File: src/rtl/ltsm_pkg.sv
// rtl/ltsm_pkg.sv - shared state and pin-mux encodings for the LTSM sequencer
package ltsm_pkg;

    typedef enum logic [2:0] {
        LT_TRAINERROR = 3'd0,
        LT_RESET      = 3'd1,
        LT_SBINIT     = 3'd2,
        LT_MBINIT     = 3'd3,
        LT_MBTRAIN    = 3'd4,
        LT_LINKINIT   = 3'd5,
        LT_L1_L2      = 3'd6,
        LT_ACTIVE     = 3'd7
    } LT_state_t;

    typedef enum logic [1:0] {
        SB_Z        = 2'd0,
        SB_DISABLED = 2'd1,
        SB_SBINIT   = 2'd2,
        SB_COMS     = 2'd3
    } SB_mux_sel_t;

    typedef enum logic [2:0] {
        MB_Z        = 3'd0,
        MB_DISABLED = 3'd1,
        MB_MBINIT   = 3'd2,
        MB_COMS     = 3'd3,
        MB_MBTRAIN  = 3'd4
    } MB_mux_sel_t;

    function automatic logic is_training(input LT_state_t s);
        return (s == LT_SBINIT) || (s == LT_MBINIT) || (s == LT_MBTRAIN) || (s == LT_LINKINIT);
    endfunction

endpackage

File: src/rtl/ltsm_timer.sv
// rtl/ltsm_timer.sv - clearable up-counter that saturates at its terminal count
module ltsm_timer #(
    parameter int unsigned COUNT = 16,
    parameter int unsigned W     = 20
) (
    input  logic clk,
    input  logic rst_n,
    input  logic clr_i,
    input  logic en_i,
    output logic tc_o
);

    localparam logic [W-1:0] TC_VAL = W'(COUNT - 1);

    logic [W-1:0] cnt_q, cnt_d;

    assign tc_o = (cnt_q == TC_VAL);

    // Holding at the terminal count keeps tc_o stable instead of wrapping.
    always_comb begin
        cnt_d = cnt_q;
        if (clr_i) begin
            cnt_d = '0;
        end else if (en_i && !tc_o) begin
            cnt_d = cnt_q + 1'b1;
        end
    end

    always_ff @(posedge clk or negedge rst_n) begin
        if (!rst_n) begin
            cnt_q <= '0;
        end else begin
            cnt_q <= cnt_d;
        end
    end

endmodule

File: src/rtl/ltsm_ctrl.sv
// rtl/ltsm_ctrl.sv - UCIe link-training state machine sequencer
module ltsm_ctrl
    import ltsm_pkg::*;
#(
    parameter int unsigned RESET_CYCLES    = 400000,
    parameter int unsigned TIMEOUT_CYCLES  = 800000,
    parameter int unsigned ERR_HOLD_CYCLES = 16,
    parameter int unsigned MAX_RETRY       = 3,
    parameter int unsigned CNT_W           = 20
) (
    input  logic                           clk_100MHz,
    input  logic                           reset_n,
    input  logic                           enable_i,
    input  logic                           start_lt_i,
    input  logic                           retrain_req_i,
    input  logic                           lp_req_i,
    input  logic                           sbinit_done_i,
    input  logic                           mbinit_done_i,
    input  logic                           mbtrain_done_i,
    input  logic                           linkinit_done_i,
    input  logic                           sbinit_err_i,
    input  logic                           mbinit_err_i,
    input  logic                           mbtrain_err_i,
    input  logic                           linkinit_err_i,
    output logic                           sbinit_en_o,
    output logic                           mbinit_en_o,
    output logic                           mbtrain_en_o,
    output logic                           linkinit_en_o,
    output logic [2:0]                     state_o,
    output logic [1:0]                     sb_sel_o,
    output logic [2:0]                     mb_sel_o,
    output logic                           link_up_o,
    output logic                           link_fail_o,
    output logic [$clog2(MAX_RETRY+1)-1:0] retry_cnt_o
);

    localparam int RW     = $clog2(MAX_RETRY + 1);
    localparam int HOLD_W = $clog2(ERR_HOLD_CYCLES + 1);

    LT_state_t         state_q, state_d;
    logic              dwell_done_q, dwell_done_d;
    logic [HOLD_W-1:0] hold_q, hold_d;
    logic [RW-1:0]     retry_q, retry_d;
    logic              link_fail_q, link_fail_d;

    logic state_chg, dwell_tc, dwell_done, tmo, hold_done;

    ltsm_timer #(.COUNT(RESET_CYCLES), .W(CNT_W)) u_dwell (
        .clk   (clk_100MHz),
        .rst_n (reset_n),
        .clr_i (state_chg),
        .en_i  (state_q == LT_RESET),
        .tc_o  (dwell_tc)
    );

    ltsm_timer #(.COUNT(TIMEOUT_CYCLES), .W(CNT_W)) u_timeout (
        .clk   (clk_100MHz),
        .rst_n (reset_n),
        .clr_i (state_chg),
        .en_i  (is_training(state_q)),
        .tc_o  (tmo)
    );

    // Terminal count is used directly so RESET lasts exactly RESET_CYCLES cycles.
    assign dwell_done = dwell_done_q | dwell_tc;
    assign hold_done  = (hold_q == HOLD_W'(ERR_HOLD_CYCLES - 1));
    assign state_chg  = (state_d != state_q);

    function automatic LT_state_t train_next(input LT_state_t cur, input logic err,
                                             input logic done, input logic timeout,
                                             input LT_state_t nxt);
        if (err || timeout) return LT_TRAINERROR;
        if (done)           return nxt;
        return cur;
    endfunction

    always_comb begin
        state_d = state_q;
        case (state_q)
            LT_RESET:
                if (dwell_done && start_lt_i && !link_fail_q) state_d = LT_SBINIT;
            LT_SBINIT:   state_d = train_next(state_q, sbinit_err_i, sbinit_done_i, tmo, LT_MBINIT);
            LT_MBINIT:   state_d = train_next(state_q, mbinit_err_i, mbinit_done_i, tmo, LT_MBTRAIN);
            LT_MBTRAIN:  state_d = train_next(state_q, mbtrain_err_i, mbtrain_done_i, tmo, LT_LINKINIT);
            LT_LINKINIT: state_d = train_next(state_q, linkinit_err_i, linkinit_done_i, tmo, LT_ACTIVE);
            LT_ACTIVE:
                if (retrain_req_i)  state_d = LT_MBTRAIN;
                else if (lp_req_i)  state_d = LT_L1_L2;
            LT_L1_L2:
                if (!lp_req_i)      state_d = LT_MBTRAIN;
            LT_TRAINERROR:
                if (hold_done)      state_d = LT_RESET;
            default:                state_d = LT_RESET;
        endcase
        if (!enable_i) state_d = LT_RESET;
    end

    always_comb begin
        dwell_done_d = state_chg ? 1'b0 : (dwell_done_q | ((state_q == LT_RESET) & dwell_tc));

        hold_d = hold_q;
        if (state_chg) begin
            hold_d = '0;
        end else if ((state_q == LT_TRAINERROR) && !hold_done) begin
            hold_d = hold_q + 1'b1;
        end

        retry_d = retry_q;
        if (state_chg && (state_d == LT_TRAINERROR) && (retry_q != RW'(MAX_RETRY))) begin
            retry_d = retry_q + 1'b1;
        end else if (state_chg && (state_d == LT_ACTIVE)) begin
            retry_d = '0;
        end

        link_fail_d = link_fail_q;
        if ((state_q == LT_RESET) && !start_lt_i) begin
            link_fail_d = 1'b0;
        end
        if (state_chg && (state_d == LT_TRAINERROR) && (retry_d == RW'(MAX_RETRY))) begin
            link_fail_d = 1'b1;
        end
    end

    always_ff @(posedge clk_100MHz or negedge reset_n) begin
        if (!reset_n) begin
            state_q      <= LT_RESET;
            dwell_done_q <= 1'b0;
            hold_q       <= '0;
            retry_q      <= '0;
            link_fail_q  <= 1'b0;
        end else begin
            state_q      <= state_d;
            dwell_done_q <= dwell_done_d;
            hold_q       <= hold_d;
            retry_q      <= retry_d;
            link_fail_q  <= link_fail_d;
        end
    end

    SB_mux_sel_t sb_sel;
    MB_mux_sel_t mb_sel;

    always_comb begin
        sb_sel = SB_COMS;
        mb_sel = MB_Z;
        case (state_q)
            LT_RESET:    sb_sel = SB_DISABLED;
            LT_SBINIT:   sb_sel = SB_SBINIT;
            LT_MBINIT:   mb_sel = MB_MBINIT;
            LT_MBTRAIN:  mb_sel = MB_MBTRAIN;
            LT_LINKINIT: mb_sel = MB_COMS;
            LT_ACTIVE:   mb_sel = MB_COMS;
            LT_L1_L2:    mb_sel = MB_DISABLED;
            default:     mb_sel = MB_Z;
        endcase
    end

    assign sb_sel_o      = sb_sel;
    assign mb_sel_o      = mb_sel;
    assign state_o       = state_q;
    assign sbinit_en_o   = (state_q == LT_SBINIT);
    assign mbinit_en_o   = (state_q == LT_MBINIT);
    assign mbtrain_en_o  = (state_q == LT_MBTRAIN);
    assign linkinit_en_o = (state_q == LT_LINKINIT);
    assign link_up_o     = (state_q == LT_ACTIVE);
    assign link_fail_o   = link_fail_q;
    assign retry_cnt_o   = retry_q;

endmodule
File: config.mk
export PLATFORM = sky130hd
export DESIGN_NAME = ltsm_ctrl
export DESIGN_NICKNAME = d
export VERILOG_FILES = /design/src/rtl/ltsm_pkg.sv /design/src/rtl/ltsm_timer.sv /design/src/rtl/ltsm_ctrl.sv
export SDC_FILE = /design/constraint.sdc
export NUM_CORES = 1
export LEC_CHECK = 0
export ABC_AREA = 1
export BUFFER_PORTS_ARGS = -buffer_cell sky130_fd_sc_hd__buf_4
export CORE_ASPECT_RATIO = 2
export CORE_MARGIN = 3
export CORE_UTILIZATION = 49
export CTS_CLUSTER_SIZE = 40
export DETAILED_ROUTE_END_ITERATION = 10
export GPL_TIMING_DRIVEN = 0
export PLACE_DENSITY = 0.74
export SLEW_MARGIN = 20
export SYNTH_ARGS = -nofsm -noshare
export SYNTH_HDL_FRONTEND = slang
export SYNTH_SLANG_ARGS = --single-unit
File: constraint.sdc
create_clock -name clk_100MHz -period 3.9 [get_ports clk_100MHz]
set_input_delay 0.39 -clock clk_100MHz [delete_from_list [all_inputs] [get_ports clk_100MHz]]
set_output_delay 0.39 -clock clk_100MHz [all_outputs]
set_load 0.01 [all_outputs]
# Word level (Yosys, flattened, before mapping)
# Cells that the tools add are included.
[classes] n_shift=0 n_eq_ne=14 bitwise_logic=3 magnitude_cmp=0 reduce_logical=29 mux=56 addsub=4 div_mod_pow=0 multipliers=0
[op_table] op="two-way mux 20 bit" count=4
[op_table] op="two-way mux 3 bit" count=22
[op_table] op="adder 20 x 1 -> 20 bit, second input constant" count=2
[op_table] op="one-hot mux 3 bit (8 select lines)" count=1
[op_table] op="two-way mux 1 bit" count=23
[op_table] op="equality test 20 x 19 -> 1 bit, second input constant" count=1
[op_table] op="equality test 20 bit, second input constant" count=1
[op_table] op="equality test 3 bit, second input constant" count=5
[op_table] op="one-hot mux 3 bit (4 select lines)" count=1
[op_table] op="logical AND 1 bit" count=10
[op_table] op="two-way mux 5 bit" count=2
[op_table] op="nonzero test 2 bit" count=4
[op_table] op="logical OR 1 bit" count=7
[op_table] op="equality test 3 x 2 -> 1 bit, second input constant" count=2
[op_table] op="zero test 3 bit" count=2
[op_table] op="adder 5 x 1 -> 5 bit, second input constant" count=1
[op_table] op="equality test 5 x 4 -> 1 bit, second input constant" count=1
[op_table] op="zero test 1 bit" count=5
[op_table] op="two-way mux 2 bit" count=2
[op_table] op="one-hot mux 2 bit (2 select lines)" count=1
[op_table] op="equality test 3 x 1 -> 1 bit, second input constant" count=1
[op_table] op="inequality test 3 bit" count=1
[op_table] op="adder 2 x 1 -> 2 bit, second input constant" count=1
[op_table] op="equality test 2 bit, second input constant" count=1
[op_table] op="other kinds (4)" count=5
[word_totals] register_bits=52 rom_bits=0 inputBits=14 output_inout_bits=16 ramBits=0 memories=0 word_cells=113 latch_bits=0

# Longest topological paths before layout
[depth] ltp_word=17 mapped_depth=19

# By module
# A second synthesis with hierarchy kept.
[hier_totals] cells_unflattened=565 hier_area_um2=3812.4
[modules_own_cells] module="ltsm_timer (u_dwell)" area_each_um2=1413.9 instances=1 cells_each=215 seq_area_each_um2=500.5
[modules_own_cells] module="ltsm_timer (u_timeout)" area_each_um2=1402.6 instances=1 cells_each=212 seq_area_each_um2=500.5
[modules_own_cells] module="ltsm_ctrl" area_each_um2=996.0 instances=1 cells_each=138 seq_area_each_um2=301.5

# Worst setup path before layout
# Ideal clock, no wire load.
[synth_path] kind="reg2reg" startpoint="reg hold_q[0]" endpoint="reg u_dwell.cnt_q[12]" synth_period_minus_slack_ns=2.192 path_buffers=2 slack_ns=1.708 setup_ns=0.132 t_arrival_ns=2.060 path_stages_with_launch=16 required_ns=3.768 path_cell_list="dfrtp_1 ha_1 and3_1 ha_1 a32oi_1 nand3_1 nor2_2 nand2_2 nand2_1 nand2_1 nand2_2 inv_2 buf_6 buf_6 nand3_1 o31ai_1"
[synth_between] elab_chain_len=6
[synth_rtl] item="start, declared" line="ltsm_ctrl.sv:42" text="logic [HOLD_W-1:0] hold_q, hold_d;"
[synth_rtl] item="start signal, assigned" line="ltsm_ctrl.sv:134" text="hold_q <= hold_d;"
[synth_rtl] item="equality test 5 x 4 -> 1 bit *" line="ltsm_ctrl.sv:66" text="assign hold_done = (hold_q == HOLD_W'(ERR_HOLD_CYCLES - 1));"
[synth_rtl] item="two-way mux 3 bit *" line="ltsm_ctrl.sv:92" text="if (hold_done) state_d = LT_RESET;"
[synth_rtl] item="one-hot mux 3 bit (8 select lines) *" line="ltsm_ctrl.sv:79" text="case (state_q)"
[synth_rtl] item="two-way mux 3 bit *" line="ltsm_ctrl.sv:95" text="if (!enable_i) state_d = LT_RESET;"
[synth_rtl] item="named net state_d[0]" line="ltsm_ctrl.sv:40" text="LT_state_t state_q, state_d;"
[synth_rtl] item="inequality test 3 bit *" line="ltsm_ctrl.sv:67" text="assign state_chg = (state_d != state_q);"
[synth_rtl] item="two-way mux 20 bit or nonzero test 2 bit (tied branches)"
[synth_rtl] item="end signal, assigned" line="ltsm_timer.sv:33" text="cnt_q <= cnt_d;"
[synth_rtl] item="end, declared" line="ltsm_timer.sv:15" text="logic [W-1:0] cnt_q, cnt_d;"
# The timed path passes the listed nets; every way through them passes the cells marked *.
# A chain may end at the register's enable or synchronous reset.

# Worst setup path after layout
[layout_path] startpoint="reg hold_q[0]" endpoint="reg u_dwell.cnt_q[11]"
# The elaborated chain is that of the path after synthesis.

==> flow_summary.toml <==
[worst_setup_path]
path_class = "flip-flop to flip-flop"
worst_r2r_endpoint = "u_dwell.cnt_q[11]$_DFFE_PN0P_"
critical_path.max_stage_delay_ns = 0.40
crit_arrival_ns = 2.94
cp_common_cell = "sky130_fd_sc_hd__nand2_1"
kind_of_start_point_of_the_critical_path = "flip-flop"
worst-path-max-fanout = 10
critical_path_required_ns = 4.08
end_kind = "flip-flop"
reg2regPathDepth = 15
worstPathCellList = "ha_1 -> and3_1 -> ha_1 -> a32oi_1 -> nand3_1 -> nor2_2 -> nand2_2 -> nand2_1 -> nand2_1 -> nand2_2 -> inv_2 -> nand2_4 -> nand2_1 -> nor3_1 -> nor2_1"
r2r_setup_slack_ns = 1.14
slowest_stage_cell_on_the_critical_path = "sky130_fd_sc_hd__dfrtp_1"
r2r-start = "hold_q[0]$_DFFE_PN0P_"

[grt]
grt_pass1_vias = 2943
antenna_found_initial = 0
grt_pass1_wl_mm = 13.1
grt_max_degree = 53
globalRouteOverflowTotal = 0
groute.usage.overall_pct = 21.8

[cts]
cts_hold_fix_bufs = 0
clk_latency_ns = 0.30
ctsResizeCount = 0
tritoncts = "built"
clock-sinks = 52
cts_root_buf = "sky130_fd_sc_hd__clkbuf_16"
cts.clk_slew.worst_paths_ns = 0.07
cts-root-to-sink-buffers = 2
postCtsSetupBuffers = 0
clock_tree.htree_level_count = 2
cts_inserted_buffers = 5

[synth]
syn_area_um2 = 3200
yosys.cell_types.count = 36
synthMuxAreaShare_pct = 0
synth_sequential_area_ratio_pct = 40.7
main_combinational_cell_family_by_area_after_synthesis = "simple AND/OR/NAND/NOR gates"
synthCells = 440
synth.yosys.warnings = 0
synth_xor_xnor_area_share_pct = 3.55
total_of_flip_flops_plus_latches_after_synthesis = 52
synth_compound_area_share_pct = 8.98
yosys.area_share.adder_pct = 1.95
synth_simple_gate_area_share_pct = 35.3
syn-num-nets = 459
post_synthesis_mean_instance_area_um2 = 7.28

[die]
die_y_um = 120
die_x_um = 63.2
boundaryPins = 30
core_region_area_um2 = 6310
core.rowCount = 41
initial_core_util_pct = 50.8
die-area_um2 = 7600

[timing]
final.min_clock_period_ns = 2.76
timing.final.max_slew_violations = 0
worst_max_slew_margin_expressed_relative_to_the_limit_pct = 53.7
fin_crit_sh_pct = 70.8
worst_clock_skew_ns = 0.00740
timing_hold_violations_final = 0
timing.setup.tns_ns = 0
max_freq_mhz = 362
worstMarginPinSlew_ns = 0.688
timing.hold.ws_ns = 0.112
unrepaired_setup_endpoints_after_global_routing = "false"
report.final.setup_viol = 0

[place]
dp_hpwl_mm = 6.04
globalplace.congestion = 0.908
number_of_port_buffers = 29

[drt]
avgViaCountPerCell = 5.40
vias = 3038
ant_nets = 0
initialDrtViolationCount = 152
wl_per_cell_um = 14.0
drt_first_pass_iters = 6
postRouteWirelength_mm = 7.91
detail_route.drc_violations = 0

[run]
cap_violations = 0

[power]
maximum_resistive_drop_on_vdd_v = 0.000359
p_leak_nw = 1.76
power.density_cell_area_nw_per_um2 = 558

[finish]
post-route-util_pct = 58.6
layout_cells_sized_above_1_pct = 15.7
antenna_cells = 0
area_growth_syn_to_layout_pct = 15.5
finalNetCount = 495

[hold_path]
holdCritPathClass = "input port to async pin"

[status]
outcome = "complete, no violations"
## registers in the layout, indices dropped and copies added (netlist names)
name             count
dwell_done_q         1
link_fail_o          1
u_dwell.cnt_q       20
retry_cnt_o          2
u_timeout.cnt_q     20
hold_q               5
state_o              3
## worst max-delay path by stage
stage                                     to  cells after the start                  start
2_1_floorplan  u_dwell.cnt_q[12]$_DFFE_PN0P_                     15  hold_q[0]$_DFFE_PN0P_
3_3_place_gp   u_dwell.cnt_q[11]$_DFFE_PN0P_                     15  hold_q[0]$_DFFE_PN0P_
3_5_place_dp   u_dwell.cnt_q[11]$_DFFE_PN0P_                     15  hold_q[0]$_DFFE_PN0P_
4_1_cts        u_dwell.cnt_q[11]$_DFFE_PN0P_                     15  hold_q[0]$_DFFE_PN0P_
5_1_grt        u_dwell.cnt_q[11]$_DFFE_PN0P_                     15  hold_q[0]$_DFFE_PN0P_
6_report       u_dwell.cnt_q[11]$_DFFE_PN0P_                     15  hold_q[0]$_DFFE_PN0P_
## synthesized netlist by cell type (all sizes together)
library cell  count  area share [%]
a31oi             2            0.39
a22oi             1            0.23
a21oi            14             2.3
nand3            47             7.8
nor2             63             8.1
nor3b             1            0.23
dfstp             1            0.82
xor2             13             3.6
and3              1            0.20
buf               7             1.8
o21a              1            0.23
inv              65             7.6
ha                5             2.0
nor4              5            0.98
o21bai            1            0.35
dfrtp            51              40
a32oi             1            0.27
a211oi            1            0.23
o31ai             2            0.47
nand2            96              12
nor3             19             3.1
o21ai            28             4.5
clkinv            1            0.12
nand4            14             2.7
## per-stage QoR
step           cells  setup slack, ns  power (W)  cell area, µm²
2_1_floorplan    440             1.71    0.00127            3200
3_3_place_gp     555             1.24    0.00153            3530
3_5_place_dp     555             1.18    0.00156            3530
4_1_cts          563             1.17    0.00208            3700
5_1_grt          563            0.945    0.00221            3700
6_report         563             1.14    0.00207            3700
## per-layer routing
layer / vias to the layer above / routed length, µm / share of wire (%) / GRT usage (%)
met1: 1395 / 2990 / 38 / 23.0
met4: 0 / 346 / 4.4 / 12.6
li1: 1505 / - / - / -
met2: 110 / 4210 / 53 / 40.0
met5: - / 0 / 0 / 0
met3: 28 / 362 / 4.6 / 3.35
## layout by cell type (no fill, tap or decap), types with 3 or more instances in the layout
cell type / netlist / final
sky130_fd_sc_hd__clkbuf_16: 0 / 5
sky130_fd_sc_hd__a21oi_1: 13 / 13
sky130_fd_sc_hd__nand3_1: 44 / 44
sky130_fd_sc_hd__o21ai_1: 21 / 21
sky130_fd_sc_hd__buf_6: 3 / 3
sky130_fd_sc_hd__dfrtp_1: 51 / 51
sky130_fd_sc_hd__nor2_1: 56 / 56
sky130_fd_sc_hd__nor4_1: 5 / 5
sky130_fd_sc_hd__xor2_1: 13 / 13
sky130_fd_sc_hd__ha_1: 5 / 5
sky130_fd_sc_hd__inv_2: 7 / 7
sky130_fd_sc_hd__buf_4: 2 / 31
sky130_fd_sc_hd__nor2_2: 6 / 6
sky130_fd_sc_hd__nand4_1: 14 / 14
sky130_fd_sc_hd__o21ai_0: 6 / 6
sky130_fd_sc_hd__nand3_2: 3 / 3
sky130_fd_sc_hd__nor3_1: 18 / 18
sky130_fd_sc_hd__nand2_2: 8 / 8
sky130_fd_sc_hd__inv_1: 58 / 58
sky130_fd_sc_hd__nand2_1: 87 / 87
## power by group
group          total (W)  internal [W]  leakage, nW  switching (W)
Sequential      0.000666      0.000604        0.712      0.0000616
Clock           0.000514      0.000305       0.0804       0.000209
Combinational   0.000886      0.000290        0.972       0.000596
## cell type report
| class | count | area [µm²] |
|---|---|---|
| Clock inverter | 3 | 46.3 |
| Fill cell | 609 | 2610 |
| Multi-Input combinational cell | 315 | 1590 |
| Timing Repair Buffer | 29 | 218 |
| Sequential cell | 52 | 1300 |
| Clock buffer | 5 | 125 |
| Buffer | 7 | 58.8 |
| Inverter | 66 | 248 |
| Tap cell | 86 | 108 |
## worst max-delay path, delay by kind of cell (launching register included)
kind | cells | cell delay [ns]
and+or+nand+nor | 11 | 1.47
adders and majority gates | 2 | 0.42
DFF | 1 | 0.40
AOI/OAI and AO/OA | 1 | 0.26
buffers and inverters | 1 | 0.08
## cells by family after synthesis
kind of cell | Yosys count
xor+xnor | 13
buf+inv | 73
flops | 52
compound gates | 51
fa+ha+maj | 5
simple gates | 246
No activity file was read; power rests on OpenSTA's default activity.
